### src/rtl/press_classifier_pkg.sv
// Shared definitions for the button gesture classifier: FSM state encodings and
// default timing constants (also reused by the debouncer tick).
package press_classifier_pkg;

   typedef enum logic [2:0] {
      S_IDLE   = 3'd0,
      S_PRESS1 = 3'd1,
      S_LONG   = 3'd2,
      S_GAP    = 3'd3,
      S_PRESS2 = 3'd4
   } state_t;

   localparam int DEF_TICK_DIV  = 100000;
   localparam int DEF_LONG_MS   = 500;
   localparam int DEF_DCLICK_MS = 250;
   localparam int DEF_MS_W      = 10;

endpackage

### src/rtl/press_classifier_ms_tick_gen.sv
// Free-running prescaler: one-cycle tick every TICK_DIV clocks, used as the
// classifier's 1 ms time base.
import press_classifier_pkg::*;

module ms_tick_gen #(
   parameter int TICK_DIV = DEF_TICK_DIV
) (
   input  logic clk,
   input  logic reset,
   output logic tick
);

   localparam int CW = $clog2(TICK_DIV);
   localparam logic [CW-1:0] LAST = CW'(TICK_DIV - 1);

   logic [CW-1:0] cnt;

   always_ff @(posedge clk or posedge reset) begin
      if (reset)
         cnt <= '0;
      else if (cnt == LAST)
         cnt <= '0;
      else
         cnt <= cnt + CW'(1);
   end

   assign tick = (cnt == LAST);

endmodule

### src/rtl/press_classifier.sv
// Button gesture classifier: turns the debounced level into short / long /
// double-click pulses, a held level and a wrapping press counter.
import press_classifier_pkg::*;

module press_classifier #(
   parameter int TICK_DIV  = DEF_TICK_DIV,
   parameter int LONG_MS   = DEF_LONG_MS,
   parameter int DCLICK_MS = DEF_DCLICK_MS,
   parameter int MS_W      = DEF_MS_W
) (
   input  logic       clk,
   input  logic       reset,
   input  logic       db,
   output logic       short_p,
   output logic       long_p,
   output logic       double_p,
   output logic       held,
   output logic [7:0] press_cnt
);

   localparam logic [MS_W-1:0] MS_MAX      = '1;
   localparam logic [MS_W-1:0] LONG_LAST   = MS_W'(LONG_MS - 1);
   localparam logic [MS_W-1:0] DCLICK_LAST = MS_W'(DCLICK_MS - 1);

   logic            db_d;
   logic            rise;
   logic            fall;
   logic            tick;
   logic [MS_W-1:0] ms_cnt;
   state_t          state;
   state_t          state_nxt;
   logic            short_nxt;
   logic            long_nxt;
   logic            double_nxt;

   ms_tick_gen #(.TICK_DIV(TICK_DIV)) u_tick (
      .clk   (clk),
      .reset (reset),
      .tick  (tick)
   );

   // db_d resets low, so a button already held at reset release reads as a rise
   assign rise = db & ~db_d;
   assign fall = ~db & db_d;

   always_ff @(posedge clk or posedge reset) begin
      if (reset)
         state <= S_IDLE;
      else
         state <= state_nxt;
   end

   // Edges are tested before timeouts so an edge always wins a same-cycle race
   always_comb begin
      state_nxt  = state;
      short_nxt  = 1'b0;
      long_nxt   = 1'b0;
      double_nxt = 1'b0;
      case (state)
         S_IDLE: begin
            if (rise) state_nxt = S_PRESS1;
         end
         S_PRESS1: begin
            if (fall) begin
               state_nxt = S_GAP;
            end else if (tick && ms_cnt == LONG_LAST) begin
               state_nxt = S_LONG;
               long_nxt  = 1'b1;
            end
         end
         S_LONG: begin
            if (fall) state_nxt = S_IDLE;
         end
         S_GAP: begin
            if (rise) begin
               state_nxt = S_PRESS2;
            end else if (tick && ms_cnt == DCLICK_LAST) begin
               state_nxt = S_IDLE;
               short_nxt = 1'b1;
            end
         end
         S_PRESS2: begin
            if (fall) begin
               state_nxt  = S_IDLE;
               double_nxt = 1'b1;
            end else if (tick && ms_cnt == LONG_LAST) begin
               state_nxt = S_LONG;
               short_nxt = 1'b1;
               long_nxt  = 1'b1;
            end
         end
         default: state_nxt = S_IDLE;
      endcase
   end

   always_ff @(posedge clk or posedge reset) begin
      if (reset)
         ms_cnt <= '0;
      else if (state_nxt != state)
         ms_cnt <= '0;
      else if (tick && ms_cnt != MS_MAX)
         ms_cnt <= ms_cnt + MS_W'(1);
   end

   always_ff @(posedge clk or posedge reset) begin
      if (reset) begin
         db_d      <= 1'b0;
         press_cnt <= '0;
         short_p   <= 1'b0;
         long_p    <= 1'b0;
         double_p  <= 1'b0;
      end else begin
         db_d      <= db;
         short_p   <= short_nxt;
         long_p    <= long_nxt;
         double_p  <= double_nxt;
         if (rise) press_cnt <= press_cnt + 8'(1);
      end
   end

   assign held = (state == S_LONG);

endmodule

### config.mk
export PLATFORM = sky130hd
export DESIGN_NAME = press_classifier
export DESIGN_NICKNAME = d
export VERILOG_FILES = /design/src/rtl/press_classifier_pkg.sv /design/src/rtl/press_classifier_ms_tick_gen.sv /design/src/rtl/press_classifier.sv
export SDC_FILE = /design/constraint.sdc
export NUM_CORES = 1
export LEC_CHECK = 0
export BUFFER_PORTS_ARGS = -buffer_cell sky130_fd_sc_hd__buf_2
export CAP_MARGIN = 40
export CORE_MARGIN = 2
export CORE_UTILIZATION = 25
export DETAILED_ROUTE_END_ITERATION = 7
export HOLD_SLACK_MARGIN = 0.06
export SLEW_MARGIN = 20
export SYNTH_ARGS = -nofsm -noshare
export SYNTH_HDL_FRONTEND = slang
export SYNTH_SLANG_ARGS = --single-unit
### constraint.sdc
create_clock -name clk -period 2.8 [get_ports clk]
set_input_delay 0.56 -clock clk [delete_from_list [all_inputs] [get_ports clk]]
set_output_delay 0.56 -clock clk [all_outputs]
set_load 0.01 [all_outputs]
==> results.toml <==
[status]
status = "complete, no violations"

[clock_tree]
htree_levels = 2
cts_num_sinks = 42
cts_hold_buf = 0
cts_buffers = 5
clockBufferDepth = 2
post-cts-setup-buffers = 0
clk_latency_ns = 0.30
cts-resized-gates = 0
cts_tree = "done"
path_clk_slew_ns = 0.09
root_buffer = "clkbuf_8"

[floorplan]
io_pins = 15
die_area_mm2 = 0.00986
die_x_um = 99.3
initial_core_util_pct = 25.9
std_cell_rows = 34
core_area_mm2 = 0.00876
fp.dieH_um = 99.3

[timing]
hold_viol_final = 0
finalSetupViolCount = 0
rsz0062_at_grt = "false"
period_minus_slack_ns = 2.38
drv_slew = 0
max_slew_margin_pct = 61.1
fin_crit_sh_pct = 84.9
layout_setup_ws_ns = 0.422
fmax_ghz = 0.421
finClkSkew_ns = 0.00843
tightest_slew_ns = 0.579
finalSetupTns_ns = 0

[final_layout]
area_delta_synth_final_pct = 11.9
finalInstanceArea_mm2 = 0.00254
drive_above_1_share_pct = 15.8
diodes = 0
final_cell_mix = "dfrtp_1, nand2_1, nor2_1"
final_common_cell = "dfrtp_1"
final_cell_count_no_fill = 349
nNetsFinal = 247

[routing]
postRouteAntennaNets = 0
drcViolationCount = 0
dr.pass1.iters = 4
vias = 1662
vias_per_cell = 4.76
drt-wirelength-per-cell_um = 12.1
finalWirelength_um = 4240
drtIter0Drc = 87

[setup_path]
crit_fanout = 10
worstSetupPathType = "reg2reg"
endpoint_kind = "flip-flop"
cpMaxStageDelayCell = "or4b_4"
cp_data_arrival_time_ns = 2.54
worst_path_dominant_cell_family = "simple AND/OR/NAND/NOR gates"
crit_buf_inv = 0
required_ns = 2.96
path_cells = "or4b_4 -> nor4_4 -> a21boi_0 -> a221oi_4 -> nor3_1"
start_kind = "flip-flop"
max_stage_delay_ns = 0.60

[synthesis]
ys_ff_latch = 42
ys_types = 46
synth_area_mm2 = 0.00227
async_flop_share_pct = 100
ys.flop_type = "dfrtp_1"
syn_inst = 223
ys_seq_area_share_pct = 46.3
syn_area_per_cell_um2 = 10.2
synth_edf_count = 0
syn_nets = 230
ys.warnings.count = 0

[global_route]
grt_usage_pct = 9.23
antenna_found_initial = 0
first_global_vias = 1623
grt_overflow = 0
grt_max_degree = 43
grt_pass1_wl_um = 7440

[place]
dpl.hpwl_um = 2920
port_buffers = 14
post-place-ws_ns = 0.420
dp.cells = 341
postPlaceCellArea_mm2 = 0.00245
gp_congestion = 0.860

[pwr]
p_leak_uw = 0.00109
vdd_drop_max_v = 0.000228
cellPowerDensity_mw_per_mm2 = 622

[job]
maxCapViolCount = 0

[worst_hold_path]
hold_path_class = "in2async"
## worst min-delay path, stage by stage
cell	delay, ns
buf_2	0.09
inv_1	0.04
buf_4	0.45
## report_power, final
part	internal [µW]	switching, µW	leakage (µW)
logic	166	241	0.000484
clock network	175	226	0.0000441
registers	665	105	0.000557
## Yosys cell counts, types with 3 or more instances
| cell | n | area (µm²) |
|---|---|---|
| and2_1 | 3 | 18.8 |
| xnor2_1 | 15 | 131 |
| nand3_1 | 10 | 50.1 |
| nor2_1 | 20 | 75.1 |
| nor3_1 | 11 | 55.1 |
| nand2b_1 | 4 | 25.0 |
| xor2_1 | 15 | 131 |
| dfrtp_1 | 42 | 1050 |
| o21ai_0 | 4 | 20.0 |
| nor4_1 | 3 | 18.8 |
| and3_1 | 4 | 25.0 |
| nor2b_1 | 4 | 25.0 |
| ha_1 | 4 | 50.1 |
| nand4_1 | 14 | 87.6 |
| a21oi_1 | 7 | 35.0 |
| inv_1 | 6 | 22.5 |
| nand2_1 | 21 | 78.8 |
## cell families (layout without fill, tap and decap cells)
| logic type | count (synthesis) | count (layout) | share of synthesized area, % |
|---|---|---|---|
| AND/OR/NAND/NOR | 108 | 108 | 27.4 |
| flip-flops | 42 | 42 | 46.3 |
| XOR/XNOR | 30 | 30 | 11.6 |
| AO/OA/AOI/OAI | 24 | 24 | 8.16 |
| buffers and inverters | 12 | 30 | 2.81 |
| adder cells (fa/ha/maj) | 4 | 4 | 2.21 |
| multiplexers | 3 | 3 | 1.54 |
## layer usage
layer	routed length (µm)	share of wire, %	GRT usage, %
met1	2110	50	12.4
met2	1920	45	14.1
met3	136	3.2	2.18
met4	70	1.7	4.32
met5	0	0	0
## registers in the layout, summed over array words and instances (netlist names)
signal / flops
ms_cnt: 10
db_d: 1
u_tick.cnt: 17
long_p: 1
double_p: 1
press_cnt: 8
state: 3
short_p: 1
## stage by stage
step	hold slack [ns]	utilization, %	total power [µW]
floorplan	0.422	-	1080
finish	0.383	29.0	1580
CTS	0.403	29.0	1600
global placement	0.444	27.9	1180
global route	0.427	29.0	1680
detailed placement	0.450	27.9	1190
## worst paths after layout
check,end,cells past startpoint,slack (ns),startpoint
setup reg to reg,ms_cnt[0],5,0.42,u_tick.cnt[5]
hold / removal,press_cnt[7],3,0.38,reset
hold reg to reg,u_tick.cnt[0],1,0.46,u_tick.cnt[0]
min in group clk,db_d,1,0.43,db
max in group asynchronous,ms_cnt[0],3,2.05,reset
setup / recovery,ms_cnt[0],5,0.42,u_tick.cnt[5]
## cell type report
class                      count  area, µm²
inverter                       6       22.5
tap                          108        135
timing repair buffer          16       85.1
clock buffer                   5       68.8
clock inverter                 3       21.3
multi-input combinational    169       1150
sequential                    42       1050
fill                         934       6220
Power figures use the tool's default switching activity.
